File: src/rtl/mips_multicycle_control.sv
// Main control FSM for the multi-cycle MIPS datapath: steps each instruction through
// fetch/decode/execute/memory/writeback and drives mux selects, write enables and ALU control.
module mips_multicycle_control #(
    parameter int STATE_W = 4
) (
    input  logic               clk,
    input  logic               reset,
    input  logic [5:0]         opcode,
    input  logic [5:0]         funct,
    input  logic               zero,
    input  logic               mem_ready,
    output logic               pc_en,
    output logic [1:0]         pc_src,
    output logic               iord,
    output logic               mem_write,
    output logic               ir_write,
    output logic               reg_dst,
    output logic               mem_to_reg,
    output logic               reg_write,
    output logic               alu_src_a,
    output logic [1:0]         alu_src_b,
    output logic [2:0]         alu_control,
    output logic               retire,
    output logic               illegal,
    output logic [STATE_W-1:0] state
);

    typedef enum logic [3:0] {
        FETCH   = 4'd0,
        DECODE  = 4'd1,
        MEMADR  = 4'd2,
        MEMRD   = 4'd3,
        MEMWB   = 4'd4,
        MEMWR   = 4'd5,
        EXECUTE = 4'd6,
        ALUWB   = 4'd7,
        BRANCH  = 4'd8,
        ADDIEX  = 4'd9,
        ADDIWB  = 4'd10,
        JUMP    = 4'd11
    } state_t;

    localparam logic [5:0] OP_RTYPE = 6'b000000;
    localparam logic [5:0] OP_LW    = 6'b100011;
    localparam logic [5:0] OP_SW    = 6'b101011;
    localparam logic [5:0] OP_BEQ   = 6'b000100;
    localparam logic [5:0] OP_ADDI  = 6'b001000;
    localparam logic [5:0] OP_J     = 6'b000010;

    localparam logic [2:0] ALU_ADD = 3'b010;
    localparam logic [2:0] ALU_SUB = 3'b110;
    localparam logic [2:0] ALU_AND = 3'b000;
    localparam logic [2:0] ALU_OR  = 3'b001;
    localparam logic [2:0] ALU_SLT = 3'b111;

    state_t     st;
    state_t     nxt;
    logic       is_sw;
    logic       funct_ok;
    logic [2:0] funct_alu;

    always_comb begin
        funct_ok  = 1'b1;
        funct_alu = ALU_ADD;
        case (funct)
            6'b100000: funct_alu = ALU_ADD;
            6'b100010: funct_alu = ALU_SUB;
            6'b100100: funct_alu = ALU_AND;
            6'b100101: funct_alu = ALU_OR;
            6'b101010: funct_alu = ALU_SLT;
            default:   funct_ok  = 1'b0;
        endcase
    end

    // Memory handshake: a request (iord/mem_write/ir_write) is held every cycle until
    // the cycle in which mem_ready is high; that cycle completes the access.
    always_comb begin
        nxt = FETCH;
        case (st)
            FETCH:   nxt = mem_ready ? DECODE : FETCH;
            DECODE: begin
                if (opcode == OP_LW || opcode == OP_SW)   nxt = MEMADR;
                else if (opcode == OP_RTYPE && funct_ok)  nxt = EXECUTE;
                else if (opcode == OP_BEQ)                nxt = BRANCH;
                else if (opcode == OP_ADDI)               nxt = ADDIEX;
                else if (opcode == OP_J)                  nxt = JUMP;
                else                                      nxt = FETCH;
            end
            MEMADR:  nxt = is_sw ? MEMWR : MEMRD;
            MEMRD:   nxt = mem_ready ? MEMWB : MEMRD;
            MEMWR:   nxt = mem_ready ? FETCH : MEMWR;
            EXECUTE: nxt = ALUWB;
            ADDIEX:  nxt = ADDIWB;
            default: nxt = FETCH;
        endcase
    end

    // The lw/sw choice is captured in DECODE so opcode is ignored once decode is past.
    always_ff @(posedge clk or posedge reset) begin
        if (reset) begin
            st    <= FETCH;
            is_sw <= 1'b0;
        end else begin
            st <= nxt;
            if (st == DECODE) is_sw <= (opcode == OP_SW);
        end
    end

    always_comb begin
        pc_en       = 1'b0;
        pc_src      = 2'b00;
        iord        = 1'b0;
        mem_write   = 1'b0;
        ir_write    = 1'b0;
        reg_dst     = 1'b0;
        mem_to_reg  = 1'b0;
        reg_write   = 1'b0;
        alu_src_a   = 1'b0;
        alu_src_b   = 2'b00;
        alu_control = ALU_ADD;
        retire      = 1'b0;
        illegal     = 1'b0;
        case (st)
            FETCH: begin
                alu_src_b = 2'b01;
                ir_write  = mem_ready;
                pc_en     = mem_ready;
            end
            DECODE: begin
                alu_src_b = 2'b11;
                illegal   = (nxt == FETCH);
            end
            MEMADR: begin
                alu_src_a = 1'b1;
                alu_src_b = 2'b10;
            end
            MEMRD: iord = 1'b1;
            MEMWB: begin
                mem_to_reg = 1'b1;
                reg_write  = 1'b1;
                retire     = 1'b1;
            end
            MEMWR: begin
                iord      = 1'b1;
                mem_write = 1'b1;
                retire    = mem_ready;
            end
            EXECUTE: begin
                alu_src_a   = 1'b1;
                alu_control = funct_alu;
            end
            ALUWB: begin
                reg_dst   = 1'b1;
                reg_write = 1'b1;
                retire    = 1'b1;
            end
            BRANCH: begin
                alu_src_a   = 1'b1;
                alu_control = ALU_SUB;
                pc_src      = 2'b01;
                pc_en       = zero;
                retire      = 1'b1;
            end
            ADDIEX: begin
                alu_src_a = 1'b1;
                alu_src_b = 2'b10;
            end
            ADDIWB: begin
                reg_write = 1'b1;
                retire    = 1'b1;
            end
            JUMP: begin
                pc_src = 2'b10;
                pc_en  = 1'b1;
                retire = 1'b1;
            end
            default: ;
        endcase
        // Reset silences everything at once, including the mem_ready-gated FETCH enables.
        if (reset) begin
            pc_en       = 1'b0;
            pc_src      = 2'b00;
            iord        = 1'b0;
            mem_write   = 1'b0;
            ir_write    = 1'b0;
            reg_dst     = 1'b0;
            mem_to_reg  = 1'b0;
            reg_write   = 1'b0;
            alu_src_a   = 1'b0;
            alu_src_b   = 2'b00;
            alu_control = ALU_ADD;
            retire      = 1'b0;
            illegal     = 1'b0;
        end
    end

    assign state = STATE_W'(st);

endmodule

File: config.mk
export PLATFORM = sky130hd
export DESIGN_NAME = mips_multicycle_control
export DESIGN_NICKNAME = d
export VERILOG_FILES = /design/src/rtl/mips_multicycle_control.sv
export SDC_FILE = /design/constraint.sdc
export NUM_CORES = 1
export LEC_CHECK = 0
export CORE_ASPECT_RATIO = 1.1
export CORE_MARGIN = 4
export CORE_UTILIZATION = 37
export DETAILED_ROUTE_END_ITERATION = 12
export GPL_ROUTABILITY_DRIVEN = 0
export HOLD_SLACK_MARGIN = 0.02
export PLACE_DENSITY_LB_ADDON = 0.15
export SYNTH_ARGS = -nofsm -noshare
export SYNTH_HDL_FRONTEND = slang
export SYNTH_SLANG_ARGS = --single-unit
File: constraint.sdc
create_clock -name clk -period 2.1 [get_ports clk]
set_input_delay 0.42 -clock clk [delete_from_list [all_inputs] [get_ports clk]]
set_output_delay 0.42 -clock clk [all_outputs]
set_load 0.03 [all_outputs]
=== Word level (Yosys, flattened, before mapping) ===
Cells that the tools add are included.

* Flip-flop bits (word level): 5
* Latch bits: 0
* Memory bits (writable): 0
* ROM bits: 0
* Bits of input ports: 16
* Output and inout port bits: 21
* Word-level logic and storage cells: 72
* Memories: 0

* Add/sub/neg operators: 0
* Multipliers: 0
* Divide/modulo/power cells: 0
* Magnitude comparators: 0
* Equal/unequal tests: 21
* Shift operators: 0
* Mux-type cells: 38
* Bitwise operators: 0
* Reduce and logical (&&, ||, !) cells: 11

{| class="wikitable"
|+ Operators with widths
! operator !! count
|-
| 6-bit equality test (second input constant) || 7
|-
| 4-bit one-hot mux with 7 select lines || 1
|-
| 1-bit two-way mux || 20
|-
| 4-bit two-way mux || 5
|-
| 4-bit by 3-bit equality test with 1-bit output (second input constant) || 4
|-
| 4-bit equality test (second input constant) || 4
|-
| 3-bit two-way mux || 4
|-
| 3-bit one-hot mux with 4 select lines || 1
|-
| 5-bit OR reduction || 2
|-
| 4-bit by 2-bit equality test with 1-bit output (second input constant) || 2
|-
| 4-bit zero test || 2
|-
| 6-bit by 2-bit equality test with 1-bit output (second input constant) || 1
|-
| 6-bit by 3-bit equality test with 1-bit output (second input constant) || 1
|-
| 6-bit by 4-bit equality test with 1-bit output (second input constant) || 1
|-
| 6-bit zero test || 1
|-
| 2-bit one-hot mux with 3 select lines || 1
|-
| 3-bit one-hot mux with 2 select lines || 1
|-
| 4-bit by 1-bit equality test with 1-bit output (second input constant) || 1
|-
| 2-bit two-way mux || 2
|-
| 2-bit one-hot mux with 2 select lines || 1
|-
| 2-bit OR reduction || 2
|-
| 4-bit OR reduction || 1
|-
| 1-bit one-hot mux with 3 select lines || 1
|-
| 3-bit OR reduction || 1
|-
| 3 further kinds || 3
|}

=== Longest topological paths before layout ===
Gate-level depths: netlist (run 1).

* Word-level depth: 10
* Depth in mapped cells: 5
* Depth with buffers taken out: 4

=== Worst setup path before layout (run 1) ===
OpenSTA, ideal clock, no wires.

* Path kind: register -> output
* Start: register st[3] (netlist: state[3])
* End: output retire
* Data arrival time: 2553 ps
* Path slack: -873 ps
* Stages on the path, launching flop included: 4
* Cell sequence: dfrtp_1 > clkbuf_1 > inv_1 > a2111oi_0

* Cells in the longest elaborated chain, start to end: 4
* Elaborated cells between the ends (all ways): 9
* Those cells by class: eq/ne: 6; mux: 2; reduce/logical: 1

{| class="wikitable"
|+ Ends and longest elaborated chain
! what !! RTL line !! RTL
|-
| start, declared || 56 || <nowiki>state_t st;</nowiki>
|-
| start signal, assigned || 104 || <nowiki>st <= nxt;</nowiki>
|-
| 4-bit equality test or 4-bit by 3-bit equality test with 1-bit output (tied branches) || 123 || <nowiki>case (st)</nowiki>
|-
| 5-bit OR reduction (no line) || -- ||
|-
| 1-bit one-hot mux with 2 select lines * || 123 ||
|-
| 1-bit two-way mux * || 180 || <nowiki>if (reset) begin</nowiki>
|-
| end, declared || 23 || <nowiki>output logic retire,</nowiki>
|}

Mark *: on every way between the ends. The rest lies on a longest branch, timed or not.

=== Worst setup path after layout (run 1) ===
* Start: register st[1] (netlist: state[1])
* End: output illegal

* Cells in the longest elaborated chain, start to end: 5
* Elaborated cells between the ends (all ways): 11
* Those cells by class: eq/ne: 6; mux: 3; reduce/logical: 2

{| class="wikitable"
|+ Ends and longest elaborated chain
! what !! RTL line !! RTL
|-
| 4-bit equality test, or another cell as far along || 79 || <nowiki>case (st)</nowiki>
|-
| 4-bit one-hot mux with 7 select lines || 79 ||
|-
| 4-bit zero test || 131 || <nowiki>illegal = (nxt == FETCH);</nowiki>
|-
| 1-bit two-way mux * || 123 ||
|-
| 1-bit two-way mux * || 180 ||
|-
| end, declared || 24 || <nowiki>output logic illegal,</nowiki>
|}

Marked as above.

==> results.md, run 1 <==
Run status:
- The run finished, with violations left.
- The final reports fail on setup timing.

Synthesis:
- The cell area that synthesis handed to floorplanning was 634 um^2.
- The flip-flop and latch count after synthesis is 5.
- The main combinational cell family by area after synthesis is simple AND/OR/NAND/NOR gates.
- After Yosys synthesis, XOR and XNOR cells account for around 2.8% of the synthesized area.
- Sorting the synthesized cells by area gives the leading types as sky130_fd_sc_hd__dfrtp_1 (20%), sky130_fd_sc_hd__nand2_1 (5.3%), sky130_fd_sc_hd__nor2_1 (5.3%).
- The cell type with the highest aggregate area in the netlist is sky130_fd_sc_hd__dfrtp_1.
- The post-synthesis compound-gate area fraction is approximately 25%.
- The count of mapped cells out of synthesis is 90.
- The number of distinct library cells after synthesis is 36.
- The area share of and/or/nand/nor cells after synthesis is 43.6%.
- Counting every net in the synthesized netlist gives 106.
- For this run, the number of Yosys warnings is 0.
- The post-synthesis sequential area ratio is 19.7%.
- Of the post-synthesis cell area, the part taken by muxes is 3.16%.
- Summed over its instances, the top area cell type makes up 19.7% of the synthesized netlist area.
- A synthesized cell averages 7.05 um^2.
- The post-synthesis share of cell area spent on full adders, half adders and majority gates is 0%.

Worst hold path:
- The tightest min-delay check is of the primary input to async pin type.

Drt:
- After detailed routing, the number of remaining DRC violations is 0.
- The first TritonRoute pass finished after 4 iterations.
- After detailed routing, the average wire length per cell comes to roughly 15 um.
- The detailed router finished its first iteration with 19 violations.
- The aggregate routed wire length is ~2.3 mm.
- The total number of vias is 924.
- The count of nets left with antenna violations once routing finished came out at 0.
- Using the TritonRoute via totals, the vias-per-cell ratio works out to 5.81.

Clocking:
- In this run the number of H-tree levels came out at 1.
- Buffers inserted to repair hold after CTS numbered 0.
- The later-pin clock latency in the skew report is 0.26 ns.
- Counting every sink on the clock net gives 5.
- Clock tree synthesis inserted a total of 3 buffers.
- TritonCTS built the clock tree.
- The clock-pin slew of the registers on the worst-case setup and hold paths is ~0.050 ns.
- The root buffer cell is sky130_fd_sc_hd__clkbuf_4.
- The clock passes through at most 2 buffers.

Timing:
- Timing would allow up to 425 MHz.
- The total count of max-transition violations in the final report is 0.
- The final worst slack is -0.254 ns.
- Headroom to the max-slew limit came out at 78.3%.
- Setup repair after global routing could not meet its margin everywhere.
- Clock skew on the completed layout was measured at 0.00348 ns.
- The post-route clock period utilization is 112%.
- The actual slew at the worst max-slew pin is 0.322 ns.
- Subtracting the final worst setup slack from the clock period gives 2.35 ns.
- The hold violation total from the final report is 0.
- Setup violations remaining at the end of the flow were counted as 1.

Job:
- The tool flagged a number of max-cap violations equal to 0.

Worst setup path:
- The setup check on the worst reg-to-reg path leaves a slack of 0.38 ns.
- Of all nets on the critical path, the largest fanout is 2.
- The worst reg2reg path depth is 4.
- The endpoint kind of the worst setup timing path is an output pin.
- The startpoint identified for the worst register-to-register timing path is state[1].
- The endpoint identified for the worst register-to-register timing path is is_sw.
- The worst setup path is launched from a flop.
- STA puts the critical path data arrival time at just under 2 ns.
- The data required time at the worst endpoint is 1.68 ns.
- The category of the most critical setup path is flop to output pin.

GRT:
- The number of global-route vias before repair is around 800.
- The number of antenna violations at the first check in global routing came to 0.
- The remaining global-route overflow is 0.
- The first global-routing pass estimated 3.59 mm of wire.
- Across every metal layer, demand over resource in global routing totals 21.0%.
- Entering global routing, the biggest net connects 17 pins.

Die:
- Measured along the x axis, the die boundary spans roughly 47 um.
- The starting density of the core is between 30% and 40%.
- The vertical die dimension is around 50 um.
- 37 I/O pins were placed.
- The placeable core region is 1600 um^2.
- The cell row count is 15.
- The die area is around 2400 um^2.

Power:
- The largest voltage drop on the vdd net is a little under 0.8 mV.
- Dividing total power by cell area gives a power density of 906 nW/um^2.
- The reported leakage power is 0.517 nW.
- The overall power is 1.12 mW.

Layout:
- The count of cells in the finished layout, fillers not included, comes to roughly 160.
- The library cell used most frequently in the layout, excluding fill and tap cells, is sky130_fd_sc_hd__buf_4.
- Compared with the post-synthesis result, the final layout area differs by 94.1%.
- The share of layout cells above drive strength 1 is 42.3%.
- At the end of the flow, the number of nets in the layout was 159.
- The top cell types in the final layout, fill and taps aside, are sky130_fd_sc_hd__buf_4 (32), sky130_fd_sc_hd__clkdlybuf4s50_1 (14), sky130_fd_sc_hd__nand2_1 (9), sky130_fd_sc_hd__nor2_1 (7).
- The repair_antennas step left the layout with diodes totalling 0.

Placed design:
- The number of instances in the placed design is roughly 150.
- The number of port buffers is 36.
- Summed over all nets, the half-perimeter wirelength after detailed placement is 1.84 mm.
## stage by stage
step,worst slack [ns],setup TNS [ns],hold WS (ns),cell area [um^2],util (%)
finish,-0.254,-0.254,0.345,1230,77.2
global route,-0.286,-0.351,0.372,1230,77.2
CTS,-0.280,-0.280,0.549,1190,74.8
detailed placement,-0.160,-0.293,0.535,1130,70.9
global placement,-0.125,-0.226,0.504,1130,70.9
floorplan,-0.134,-0.326,0.469,699,-
## worst max path at each step
| stage | endpoint | cells past startpoint | from |
|---|---|---|---|
| floorplan | pc_en | 3 | state[3] |
| global placement | illegal | 6 | opcode[0] |
| detailed placement | illegal | 6 | opcode[0] |
| CTS | illegal | 5 | state[1] |
| global route | illegal | 5 | state[1] |
| finish | illegal | 5 | state[1] |
## critical path, stage by stage (launching register included)
cell,delay [ns]
sky130_fd_sc_hd__dfrtp_2,0.40
sky130_fd_sc_hd__or4b_4,0.55
sky130_fd_sc_hd__or3_4,0.36
sky130_fd_sc_hd__a21oi_4,0.16
sky130_fd_sc_hd__nor4b_4,0.06
sky130_fd_sc_hd__buf_6,0.13
## layer usage
layer | global-route usage [%] | share of wire [%] | up-vias
met5 | 0 | 0 | -
met4 | 11.1 | 2.2 | 0
met3 | 2.11 | 6.9 | 5
met2 | 34.8 | 54 | 51
met1 | 25.3 | 37 | 424
li1 | - | - | 444
## flip-flops by register name (all words and copies together) (netlist names)
| signal | flops |
|---|---|
| is_sw | 1 |
| state | 4 |
## Yosys cell counts (all sizes together)
| cell type | number |
|---|---|
| or4b | 1 |
| nor2 | 9 |
| o21ai | 5 |
| a311o | 1 |
| nand4 | 2 |
| and4 | 1 |
| nor2b | 2 |
| o211ai | 1 |
| dfrtp | 5 |
| o21a | 1 |
| a41o | 1 |
| or3 | 2 |
| clkbuf | 4 |
| nand2b | 5 |
| a211oi | 3 |
| o22ai | 3 |
| a22oi | 2 |
| nand3b | 1 |
| inv | 4 |
| nor3b | 2 |
| nand4b | 1 |
| a2111oi | 1 |
| xnor2 | 1 |
| nor3 | 5 |
| nand2 | 9 |
| nor4 | 2 |
| nand3 | 1 |
| a21oi | 6 |
| nor4b | 3 |
| or2 | 1 |
| xor2 | 1 |
| mux2i | 2 |
| buf | 1 |
| and2 | 1 |
## power by group
part / switching [mW] / internal (mW) / leakage [nW] / total (mW)
sequential: 0.0153 / 0.126 / 0.0632 / 0.141
combinational: 0.484 / 0.368 / 0.438 / 0.851
clock: 0.0501 / 0.0725 / 0.0150 / 0.123
total: 0.549 / 0.566 / 0.517 / 1.11
## layout make-up
cell class                 instances  area, um^2
tap                               17        21.3
inverter                           4        15.0
sequential                         5         129
multi-input combinational         76         586
fill                             135         364
clock buffer                       4        26.3
timing repair buffer              53         454
## timing repair
item,4_1_cts,5_1_grt
gates resized for setup,10,10
pin swaps,1,2
buffers inserted,2,0
gates cloned,0,0
endpoints found under the setup margin,6,10
## cell families (layout without fill, tap and decap cells)
kind of cell	count (synthesis)	in the layout
mux	2	2
xor+xnor	2	2
buf+inv	9	61
simple gates	48	48
flops	5	5
compound gates	24	24
Note: power is estimated with default switching activity, not from simulation.
==> run 2, diff against run 1 <==
--- a/config.mk
+++ b/config.mk
@@ -12,6 +12,7 @@
 export GPL_ROUTABILITY_DRIVEN = 0
 export HOLD_SLACK_MARGIN = 0.02
 export PLACE_DENSITY_LB_ADDON = 0.15
+export RECOVER_POWER = 100
 export SYNTH_ARGS = -nofsm -noshare
 export SYNTH_HDL_FRONTEND = slang
 export SYNTH_SLANG_ARGS = --single-unit
==> run 2 against run 1 <==
Compared with the run above: the flow still finishes with violations (setup timing); sequential share of layout area up 0.34 points; combinational power fell by 3.2%; via count fell by 3.6%; final cell count unchanged; critical path depth did not move; total power fell by 2.5%; cell area is 3.2% lower; largest power group unchanged; highest routed layer unchanged.
==> results.md, run 2 (synthesized netlist as in run 1, its figures left out) <==
Run status:
- The run finished, with violations left.
- The final reports fail on setup timing.

Layout:
- The antenna diode count is 0.
- The most common cell after layout, fill and taps aside is sky130_fd_sc_hd__buf_4.
- The number of nets in the final layout is 159.
- The non-filler instance count after layout is 159.
- The area of combinational cells with multiple inputs is 578 um^2.
- Compared with the post-synthesis result, the final layout area differs by 88.0%.
- In the layout the commonest cells are sky130_fd_sc_hd__buf_4 (23), sky130_fd_sc_hd__clkdlybuf4s50_1 (11), sky130_fd_sc_hd__nand2_1 (9), sky130_fd_sc_hd__nor2_1 (7).
- The layout has roughly 140 filler cells.
- In the final layout, flip-flops and latches occupy 129 um^2.
- The register with the most flip-flops in the layout has 4 of them.
- The share of layout cells above drive strength 1 is between 30% and 40%.

Die:
- The die area is 2440 um^2.
- Once the floorplan was initialized, standard cells occupied 39.8% of the core.
- The number of placed I/O pins is 37.
- In this run the horizontal extent of the chip is 47.5 um.
- The cell row count is 15.
- The core region is 1600 um^2.
- The vertical die dimension is ~50 um.

Timing:
- The hold violation total from the final report is 0.
- After layout, the worst setup slack is -0.255 ns.
- After layout, the minimum clock period comes to 2.36 ns.
- The total count of max-transition violations in the final report is 0.
- After layout, the worst path uses 112% of the clock period.
- The worst relative slew slack is 74.8%.
- Derived from the worst setup path, the maximum achievable clock frequency is 425 MHz.
- The actual slew at the worst max-slew pin is 0.379 ns.
- The total setup violations reported at the end of the flow is 3.
- The sum of negative setup slack is -0.280 ns.
- Setup repair after global routing could not meet its margin everywhere.
- Between clock sinks in the finished design, the worst skew comes to 0.00432 ns.

GRT:
- The global-route usage over all layers is 21.0%.
- The remaining global-route overflow is 0.
- The first global-routing pass estimated 3.59 mm of wire.
- The number of global-route vias before repair was 796.
- The largest net degree at the start of global routing is 17.
- The number of antenna violations at the first check in global routing is 0.

Worst setup path:
- The category of the most critical setup path is flop to output pin.
- For the worst setup path, the data arrival time is roughly 1.9 ns.
- In this run the worst path has a maximum fanout of 2.
- The largest single stage delay on the critical path is 0.55 ns.
- The cell at the slowest stage of the critical path is sky130_fd_sc_hd__or4b_4.
- The setup check on the worst reg-to-reg path leaves a slack of 0.38 ns.
- The worst setup path is captured at an output pin.
- The signal on the critical path passes through or4b_4, or3_4, a21oi_4, nor4b_4, buf_6.
- The worst setup path is launched from a flop.
- The data required time at the worst endpoint is 1.68 ns.

Clocking:
- The root buffer cell is sky130_fd_sc_hd__clkbuf_4.
- The number of buffers added by the clock tree synthesis step is 3.
- In this run the number of H-tree levels came out at 1.
- The number of buffers inserted for hold repair after clock tree synthesis is 0.
- The clock sink total is 5.
- The later-pin clock latency in the skew report is between 0.2 and 0.3 ns.
- The clock-pin slew of the registers on the worst-case setup and hold paths is 0.05 ns.
- The deepest clock path buffer count is 2.
- TritonCTS built the clock tree.

Drt:
- After detailed routing, the number of vias per cell comes to 5.60.
- The aggregate routed wire length is ~2.3 mm.
- The number of DRC violations after detailed routing is 0.
- Detailed routing inserted a total of just under 900 vias.
- The remaining antenna violation count after routing is 0.
- Before antenna repair, the detailed router went through 4 iterations.
- The routed wire length per instance is 14.7 um.
- After the first detailed-routing iteration, the DRC count stood at 17.

Worst hold path:
- The class of the tightest hold or removal check is primary input to async pin.

Power:
- Summed over all nets, the switching power comes to approximately 0.54 mW.
- Of the total power, the share spent switching nets is 50.1%.
- After layout, the design draws a total of 1.09 mW.
- The reported leakage power is between 0.4 and 0.5 nW.
- The portion of total power attributed to the clock network is 11.3%.
- Across the VDD grid, the largest voltage drop is 0.749 mV.
- The share of total power dissipated in combinational logic is around three quarters.
- The internal power component is between 0.5 and 0.6 mW.
- The sequential share of power is 12.9%.
- The power per unit of standard cell area is 912 nW/um^2.

Job:
- Across the run, the number of max-cap violations was 0.

Placed design:
- Once placement completed, the tool counted placed cells totaling around 150.
- Port buffering added 36 buffers.
- The worst setup slack before clock tree synthesis is -0.160 ns.
- The wire-length estimate of the detail-placed layout is approximately 1.8 mm.
## run 2: changes by cell type in the layout (fill, tap and decap cells not counted), moves of 3 or more
| cell | change |
|---|---|
| sky130_fd_sc_hd__buf_4 | -9 |
| sky130_fd_sc_hd__dlygate4sd3_1 | +3 |
| sky130_fd_sc_hd__clkdlybuf4s50_1 | -3 |
| sky130_fd_sc_hd__clkbuf_2 | +5 |
| sky130_fd_sc_hd__clkbuf_1 | +3 |
## run 2: what timing repair did
action | in CTS | in global routing
resized for setup | 10 | 10
pin swaps | 1 | 2
endpoints found under the setup margin | 6 | 10
cloned | 0 | 0
setup buffers | 2 | 0
## run 2: metal layers
layer  share of wire [%]  up-vias  routed length [um]  global-route usage [%]
met1                  39      410                 915                    25.3
met4                 2.2        0                  52                    11.1
met5                   0        -                   0                       0
met3                 4.9        5                 115                    2.11
li1                    -      442                   -                       -
met2                  54       34                1250                    34.8
## run 2: cell type report
class | count | area share [%]
clock buffers | 4 | 2.20
inverters | 4 | 1.26
multi-input cells | 76 | 48.5
flip-flops and latches | 5 | 10.8
well taps | 17 | 1.78
repair buffers | 53 | 35.5
## run 2: critical path, delay by kind of cell, from the launching register on
family / cells / cell delay [ns]
buffers and inverters: 1 / 0.13
and+or+nand+nor: 3 / 0.97
DFF: 1 / 0.40
AOI/OAI and AO/OA: 1 / 0.16
## run 2: path summary, 6_finish.rpt
path,start,endpoint,cells after the start
min in group clk,is_sw,is_sw,2
worst min-delay path,reset,state[3],3
worst min register to register,is_sw,is_sw,2
worst max-delay path,state[1],illegal,5
max in group asynchronous,reset,state[2],3
worst max register to register,state[1],is_sw,4
## run 2: power by group through the flow
| stage | Clock, mW | Sequential [mW] | Combinational [mW] |
|---|---|---|---|
| final | 0.123 | 0.141 | 0.824 |
| after global routing | 0.128 | 0.144 | 0.883 |
| after CTS | 0.122 | 0.139 | 0.808 |
| after detailed placement | 0 | 0.141 | 0.785 |
| after global placement | 0 | 0.139 | 0.779 |
| after floorplan | 0 | 0.206 | 0.430 |
## run 2: per-stage QoR
step / instance area (um^2) / util [%] / hold WS [ns]
4_1_cts: 1190 / 74.8 / 0.549
3_5_place_dp: 1130 / 70.9 / 0.535
3_3_place_gp: 1130 / 70.9 / 0.504
5_1_grt: 1190 / 74.7 / 0.474
2_1_floorplan: 699 / - / 0.469
6_report: 1190 / 74.7 / 0.432
